**config.mk**
```make
export PLATFORM = sky130hd
export DESIGN_NAME = alu_writeback
export DESIGN_NICKNAME = d
export VERILOG_FILES = /design/src/rtl/cpu_pkg.sv /design/src/rtl/wb_fifo2.sv /design/src/rtl/alu_writeback.sv
export SDC_FILE = /design/constraint.sdc
export NUM_CORES = 1
export LEC_CHECK = 0
export BUFFER_PORTS_ARGS = -buffer_cell sky130_fd_sc_hd__buf_4
export CAP_MARGIN = 0
export CORE_MARGIN = 2
export CORE_UTILIZATION = 30
export CTS_BUF_LIST = sky130_fd_sc_hd__clkbuf_4 sky130_fd_sc_hd__clkbuf_8 sky130_fd_sc_hd__clkbuf_16
export CTS_CLUSTER_DIAMETER = 100
export DETAILED_ROUTE_END_ITERATION = 8
export PLACE_DENSITY = 0.59
export SYNTH_ARGS = -nofsm -noshare
export SYNTH_HDL_FRONTEND = slang
export SYNTH_SLANG_ARGS = --single-unit
```
**constraint.sdc**
```tcl
create_clock -name clk -period 2.2 [get_ports clk]
set_clock_uncertainty 0.15 [all_clocks]
set_input_delay 0.11 -clock clk [delete_from_list [all_inputs] [get_ports clk]]
set_output_delay 0.11 -clock clk [all_outputs]
set_load 0.01 [all_outputs]
```
**src/rtl/cpu_pkg.sv**
```systemverilog
// Opcode encodings shared with the ALU, plus the writeback push decision.
// has_wb() is true for every opcode that produces a register-file write.
package cpu_pkg;

  localparam logic [4:0] OP_LDW    = 5'b00000;
  localparam logic [4:0] OP_LDWI   = 5'b00001;
  localparam logic [4:0] OP_STW    = 5'b00010;
  localparam logic [4:0] OP_ADD    = 5'b00011;
  localparam logic [4:0] OP_SUB    = 5'b00100;
  localparam logic [4:0] OP_SHR    = 5'b00101;
  localparam logic [4:0] OP_SHL    = 5'b00110;
  localparam logic [4:0] OP_ROR    = 5'b00111;
  localparam logic [4:0] OP_ROL    = 5'b01000;
  localparam logic [4:0] OP_AND    = 5'b01001;
  localparam logic [4:0] OP_OR     = 5'b01010;
  localparam logic [4:0] OP_ADDI   = 5'b01011;
  localparam logic [4:0] OP_ANDI   = 5'b01100;
  localparam logic [4:0] OP_ORI    = 5'b01101;
  localparam logic [4:0] OP_MUL    = 5'b01110;
  localparam logic [4:0] OP_DIV    = 5'b01111;
  localparam logic [4:0] OP_NEG    = 5'b10000;
  localparam logic [4:0] OP_NOT    = 5'b10001;
  localparam logic [4:0] OP_BRANCH = 5'b10010;
  localparam logic [4:0] OP_JR     = 5'b10011;
  localparam logic [4:0] OP_JAL    = 5'b10100;
  localparam logic [4:0] OP_IN     = 5'b10101;
  localparam logic [4:0] OP_OUT    = 5'b10110;
  localparam logic [4:0] OP_MFHI   = 5'b10111;
  localparam logic [4:0] OP_MFLO   = 5'b11000;
  localparam logic [4:0] OP_NOP    = 5'b11001;
  localparam logic [4:0] OP_HALT   = 5'b11010;

  function automatic logic has_wb(input logic [4:0] op);
    case (op)
      OP_LDW, OP_LDWI, OP_ADD, OP_SUB, OP_SHR, OP_SHL, OP_ROR, OP_ROL,
      OP_AND, OP_OR, OP_ADDI, OP_ANDI, OP_ORI, OP_NEG, OP_NOT, OP_IN,
      OP_JAL, OP_MFHI, OP_MFLO: has_wb = 1'b1;
      default:                  has_wb = 1'b0;
    endcase
  endfunction

endpackage

```
**src/rtl/wb_fifo2.sv**
```systemverilog
// Two-entry strict FIFO; head visible one edge after push into an empty queue.
// Push when full and pop when empty are ignored; no same-cycle bypass.
module wb_fifo2 #(
  parameter int W = 36
) (
  input  logic         clk,
  input  logic         rst_n,
  input  logic         push,
  input  logic [W-1:0] push_dat,
  input  logic         pop,
  output logic [W-1:0] head_dat,
  output logic [1:0]   count,
  output logic         full,
  output logic         empty
);

  logic [W-1:0] mem_q [2];
  logic [W-1:0] mem_d [2];
  logic         wr_ptr_q, wr_ptr_d;
  logic         rd_ptr_q, rd_ptr_d;
  logic [1:0]   count_q, count_d;
  logic         do_push, do_pop;

  always_comb begin
    do_push  = push && (count_q != 2'd2);
    do_pop   = pop && (count_q != 2'd0);
    mem_d    = mem_q;
    wr_ptr_d = wr_ptr_q;
    rd_ptr_d = rd_ptr_q;
    if (do_push) begin
      mem_d[wr_ptr_q] = push_dat;
      wr_ptr_d        = ~wr_ptr_q;
    end
    if (do_pop) rd_ptr_d = ~rd_ptr_q;
    count_d = count_q + {1'b0, do_push} - {1'b0, do_pop};
  end

  always_ff @(posedge clk or negedge rst_n) begin
    if (!rst_n) begin
      mem_q[0] <= '0;
      mem_q[1] <= '0;
      wr_ptr_q <= 1'b0;
      rd_ptr_q <= 1'b0;
      count_q  <= 2'd0;
    end else begin
      mem_q    <= mem_d;
      wr_ptr_q <= wr_ptr_d;
      rd_ptr_q <= rd_ptr_d;
      count_q  <= count_d;
    end
  end

  assign head_dat = mem_q[rd_ptr_q];
  assign count    = count_q;
  assign full     = (count_q == 2'd2);
  assign empty    = (count_q == 2'd0);

endmodule

```
**src/rtl/alu_writeback.sv**
```systemverilog
// ALU result stage: Z/HI/LO capture, mfhi/mflo select and a 2-deep writeback queue.
// in_ready comes from registered state only (not halted, queue not full); halt is sticky.
module alu_writeback
  import cpu_pkg::*;
#(
  parameter int DATA_W     = 32,
  parameter int FIFO_DEPTH = 2
) (
  input  logic                clk,
  input  logic                clear,
  input  logic                in_valid,
  output logic                in_ready,
  input  logic [4:0]          opcode,
  input  logic [2*DATA_W-1:0] rc,
  input  logic [3:0]          in_dest,
  output logic                wb_valid,
  input  logic                wb_ready,
  output logic [DATA_W-1:0]   wb_data,
  output logic [3:0]          wb_dest,
  output logic [DATA_W-1:0]   hi_out,
  output logic [DATA_W-1:0]   lo_out,
  output logic [2*DATA_W-1:0] z_out,
  output logic                halted
);

  localparam int ENTRY_W = DATA_W + 4;

  logic [2*DATA_W-1:0] z_q, z_d;
  logic [DATA_W-1:0]   hi_q, hi_d;
  logic [DATA_W-1:0]   lo_q, lo_d;
  logic                halted_q, halted_d;

  logic                accept, push, pop;
  logic [DATA_W-1:0]   push_data;
  logic [ENTRY_W-1:0]  head;
  logic                fifo_full, fifo_empty;
  logic [$clog2(FIFO_DEPTH+1)-1:0] fifo_count;

  assign in_ready = !halted_q && !fifo_full;
  assign accept   = in_valid && in_ready;
  assign pop      = wb_ready && !fifo_empty;

  // mfhi/mflo read HI/LO as they stood before this accept.
  always_comb begin
    z_d       = z_q;
    hi_d      = hi_q;
    lo_d      = lo_q;
    halted_d  = halted_q;
    push      = 1'b0;
    push_data = rc[DATA_W-1:0];
    if (accept) begin
      z_d  = rc;
      push = has_wb(opcode);
      case (opcode)
        OP_MUL, OP_DIV: begin
          hi_d = rc[2*DATA_W-1:DATA_W];
          lo_d = rc[DATA_W-1:0];
        end
        OP_MFHI: push_data = hi_q;
        OP_MFLO: push_data = lo_q;
        OP_HALT: halted_d  = 1'b1;
        default: ;
      endcase
    end
  end

  always_ff @(posedge clk or negedge clear) begin
    if (!clear) begin
      z_q      <= '0;
      hi_q     <= '0;
      lo_q     <= '0;
      halted_q <= 1'b0;
    end else begin
      z_q      <= z_d;
      hi_q     <= hi_d;
      lo_q     <= lo_d;
      halted_q <= halted_d;
    end
  end

  wb_fifo2 #(.W(ENTRY_W)) u_fifo (
    .clk      (clk),
    .rst_n    (clear),
    .push     (push),
    .push_dat ({push_data, in_dest}),
    .pop      (pop),
    .head_dat (head),
    .count    (fifo_count),
    .full     (fifo_full),
    .empty    (fifo_empty)
  );

  assign wb_valid = (fifo_count != '0);
  assign wb_data  = head[ENTRY_W-1:4];
  assign wb_dest  = head[3:0];
  assign hi_out   = hi_q;
  assign lo_out   = lo_q;
  assign z_out    = z_q;
  assign halted   = halted_q;

endmodule

```
; Word level (Yosys, flattened, before mapping)
; Memories as Yosys holds them, arrays and structs flattened.
; Index checks and enable logic that the tools add are counted.
[totals]
register_bits = 205
romBits = 32
mem_bits_rw = 0
inputBits = 77
out_inout_bits = 167
word_cells = 49
mem_count = 1
latch_bits = 0
[classes]
shifts = 0
multipliers = 0
n_reduce_logical = 14
n_mux = 9
eq_ne = 7
div = 0
bitwise = 4
n_lt_le_gt_ge = 3
add_sub_neg = 2
[memory_table]
columns = name, depth, word_bits, rd, rd_ports_with_merged_regs, write_ports, line_no
row1 = (name not given), 32, 1, 1, 0, 0, cpu_pkg.sv:34  ; case (op)
[ops]
columns = operator, count
row1 = $mux 36, 4
row2 = $bwmux 72, 1
row3 = $pmux 32 s2, 1
row4 = $demux 36 s1, 1
row5 = $mux 32, 1
row6 = $eq 5x5->1 const B, 3
row7 = $eq 5x4->1 const B, 2
row8 = $logic_and 1x1->1, 6
row9 = $ge 2x2->1 const B, 2
row10 = $not 1->2, 2
row11 = $reduce_and 2->1, 2
row12 = $logic_not 1->1, 3
row13 = $add 2x1->2, 1
row14 = $eq 2x2->1 const B, 1
row15 = $logic_not 2->1, 1
row16 = $lt 2x1->1 const B, 1
row17 = $ne 2x2->1 const B, 1
row18 = $not 1->1, 2
row19 = $reduce_bool 2->1, 1
row20 = $reduce_or 2->1, 1
row21 = $sub 2x1->2, 1
row22 = $mux 1, 1

; Depth between registers and ports, before layout
[logic_depth]
depth_word = 8
mapped_depth = 7
ltp_nobuf = 7

; Hierarchy
; From an unflattened synthesis, not the netlist that was laid out.
[unflattened]
cells_unflattened = 712
area_unflattened_um2 = 9038.7
[by_module_without_submodules]
columns = mod, seq_area_each_um2, n_inst, cells_per_inst, area_each_um2
row1 = alu_writeback, 3228.1, 1, 502, 5501.5
row2 = wb_fifo2, 1901.8, 1, 210, 3537.1

; Worst setup path before layout
; No wires, ideal clock.
[synth_path]
path_type = reg-to-reg
startpoint = register halted_q, in the netlist halted
endpoint = register hi_q[0], in the netlist hi_out[0]
setup_time_ns = 0.125
path_stages_with_launch = 7
t_required_ns = 1.925
path_buffers = 2
t_arrival_ns = 1.912
synth_period_minus_slack_ns = 2.187
slack_ns = 0.013
cell_sequence = dfrtp_1 nor2b_1 nand2_1 nor4b_1 clkbuf_1 buf_2 mux2_2
[synth_via]
elab_chain_len = 4
[synth_rtl]
columns = item, line_no
row1 = from (decl), alu_writeback.sv:31  ; logic halted_q, halted_d;
row2 = from (signal assigned), alu_writeback.sv:77  ; halted_q <= halted_d;
row3 = $logic_not 1->1, alu_writeback.sv:39  ; assign in_ready = !halted_q && !fifo_full;
row4 = $logic_and 1x1->1, alu_writeback.sv:39
row5 = $logic_and 1x1->1, alu_writeback.sv:40  ; assign accept = in_valid && in_ready;
row6 = $reduce_and 2->1 (no source line), n/a
row7 = to (signal assigned), alu_writeback.sv:75  ; hi_q <= hi_d;
row8 = to (decl), alu_writeback.sv:29  ; logic [DATA_W-1:0] hi_q, hi_d;
; Every way passes these cells.
; A chain may end at the register's enable or synchronous reset.

; Worst setup path in the final report
[layout_path]
startpoint = input opcode[0]
endpoint = register u_fifo.mem_q[4] (netlist bit)
[layout_via]
elab_chain_len = 4
word_cells_on_any_way = 8
classes_between = eq/ne: 2 / mux: 4 / reduce/logical: 1 / memory: 1
[layout_rtl]
columns = item, line_no
row1 = from (decl), alu_writeback.sv:13  ; input logic [4:0] opcode,
row2 = "parallel branches: the longest is 4 deep, another holds $mem_v2 32x1", n/a
row3 = to (signal assigned), wb_fifo2.sv:46  ; mem_q <= mem_d;
row4 = to (decl), wb_fifo2.sv:17  ; logic [W-1:0] mem_q [2];
; Several ways; the timed one is not identified.

==> reports/metrics.yaml <==
p_total_mw: 8.640
synth_enable_flop_cells: 0
post-route-period-util: 0.9627
totalWireLength_um: 24430
path_max_fanout: 32
final.min_clock_period_ns: 2.118
r2r-start: "u_fifo.count[1]"
die-height_um: 175.7
maxCapViolCount: 0
syn_area_sq_um: 8847
area_growth_pct: 46.84
synth_top_flop_cell: "dfrtp_1"
drc: 0
grt_util_met1: 0.2011
ir_worst_vdd_mv: 0.4658
syn_nets: 654
clkTransAtPathRegs_ns: 0.06
gp_congestion: 0.7501
synth_cell_types: 30
wl_per_cell_um: 18.62
rsz0062_at_grt: "no"
synth_warnings: 0
fmax_ghz: 0.4722
finalWorstSetupSlack_ns: 0.08205
fp-row-count: 62
power_per_cell_area_nw_per_um2: 665.1
worst_ep_arrival_time_ns: 2.36
grt.busiest_layer: "met2"
use_met2: 0.2551
startpoint_type: "input port"
io-pin-count: 244
ant_nets: 0
tightest_slew_ns: 0.5505
hold_viol_final: 0
p_leak_nw: 6.939
grt.total_usage: 0.1522
antenna_cells: 0
fin_cells: 1312
clock_path_buffers: 3
grt_pass1_wl_um: 37500
r2r_end: "u_fifo.count[1]"
grtUsageMet3: 0.03312
final.setup.tns_ns: 0
die_w_um: 175.7
place_inst: 1194
async_reset_ff_frac: 1.000
status: "completed"
synth_area_per_cell_sq_um: 15.39
start_util: 0.3066
slew_headroom: 0.6330
place_area_sq_um: 11350
grt_pass1_vias: 6463
end_kind: "register"
vias: 6102
post-place-ws_ns: -0.04778
min_path_type: "in2async"
core-area_sq_um: 28860
slew_violations: 0
grt_max_degree: 64
ctsHtreeMaxLevel: 1
cts-root-buf: "clkbuf_16"
firstDrtPassIters: 4
clock_sinks: 205
drtIter0Drc: 162
place_hpwl_um: 15390
cts_tree: "built"
ff2ff_setup_slack_ns: 0.11
fin_nets: 992
insertion_delay_ns: 0.50
synth-seq-cells: 205
synthCells: 575
fp.dieArea_sq_um: 30880
antenna_found_initial: 0
setup_viol: 0
io_buffers: 243
vias_per_cell: 4.651
n_fill_cell: 2620
grt-ovfl-total: 0
cts_buffers: 25
fin_area_sq_um: 12990
ff2ff_path_depth: 8
drive_gt1_frac: 0.6121
criticalPathCategory: "in2reg"
seq_area_frac_synth: 0.5798
cp.required_ns: 2.44
==> kinds of logic (layout without fill, tap and decap cells) <==
kind of cell	Yosys count	count (layout)	synth area share
flops	205	205	0.5798
xor+xnor	4	4	0.003961
buf+inv	42	395	0.02178
simple gates	48	48	0.03677
mux	236	236	0.3131
compound gates	38	38	0.04172
fa+ha+maj	2	2	0.002828
==> power breakdown <==
group | total, mW | internal, mW | leakage (nW) | switching, mW
combinational | 0.868 | 0.439 | 3.70 | 0.429
sequential | 3.83 | 3.80 | 2.85 | 0.0220
clock | 3.95 | 2.36 | 0.389 | 1.59
==> cell type report <==
type	instances	area (sq um)	area share
well taps	384	480.5	0.03698
clock inverters	10	82.58	0.006357
flip-flops and latches	205	5131	0.3950
repair buffers	350	2982	0.2295
multi-input cells	328	3601	0.2772
inverters	3	11.26	0.0008668
clock buffers	32	703.2	0.05413
==> Yosys cell counts (3+ instances only) <==
cell type	n	area (sq um)
inv_1	3	11.26
buf_6	3	33.78
mux2_4	30	450.4
and2_1	3	18.77
clkbuf_1	26	97.59
dfrtp_1	205	5130
a221o_1	32	320.3
buf_2	10	50.05
mux2_2	206	2320
and3_1	32	200.2
==> sequential cells by signal, indices dropped and copies added (netlist names) <==
register and flops:
u_fifo.count 2, z_out 64, u_fifo.mem_q 72, u_fifo.wr_ptr_q 1, lo_out 32, u_fifo.rd_ptr_q 1
halted 1, hi_out 32
==> cells in the final DEF, fill, tap and decap left out, types with 2 or more instances in the layout <==
cell type        n
xor2_1           2
a221o_1         32
buf_12           7
buf_6            2
and3_1          32
clkbuf_8         5
clkbuf_4         3
dlygate4sd3_1   72
ha_1             2
clkinv_2         6
buf_4          264
nor4b_4          3
mux2_4          30
inv_1            3
clkbuf_16       28
nor3_1           2
mux2_2         206
clkinvlp_4       3
dfrtp_1        204
and2_1           2
==> metal layers <==
layer	wire length [um]	part of all wire	vias to the layer above
li1	-	-	2814
met4	492	0.020	0
met3	1286	0.053	31
met1	10790	0.44	3102
met2	11860	0.49	155
met5	0	0	-
==> worst max-delay path, stage by stage <==
cell	delay [ns]
dlygate4sd3_1	0.54
buf_4	0.15
buf_4	0.14
nor4b_4	0.34
o2111ai_4	0.17
buf_12	0.21
a221o_1	0.41
mux2_2	0.27
==> worst max-delay path by stage <==
stage,from,cells past startpoint,endpoint,slack (ns)
after floorplan,halted,6,hi_out[0],0.01
after global placement,halted,7,hi_out[14],-0.01
after detailed placement,halted,7,hi_out[15],-0.05
after CTS,halted,7,hi_out[20],0.005
after global routing,u_fifo.count[1],8,u_fifo.count[1],0.02
final,opcode[0],8,u_fifo.mem_q[4],0.08
==> repair_timing <==
item                       in CTS  in global routing
setup buffers                   0                  0
gates resized for setup         1                  7
pin swaps                       0                  1
setup endpoints to repair      64                 77
cloned                          0                  4
hold endpoints to repair      407                  0
hold buffers                   72                  0
==> metrics by stage <==
| stage | hold WS [ns] | util |
|---|---|---|
| finish | 0.01387 | 0.4502 |
| global route | 0.03006 | 0.4502 |
| CTS | 0.01714 | 0.4457 |
| detailed placement | 0.0009993 | 0.3934 |
| global placement | 0.002429 | 0.3934 |
| floorplan | -0.3356 | - |
No activity file was read; power rests on OpenSTA's default activity.
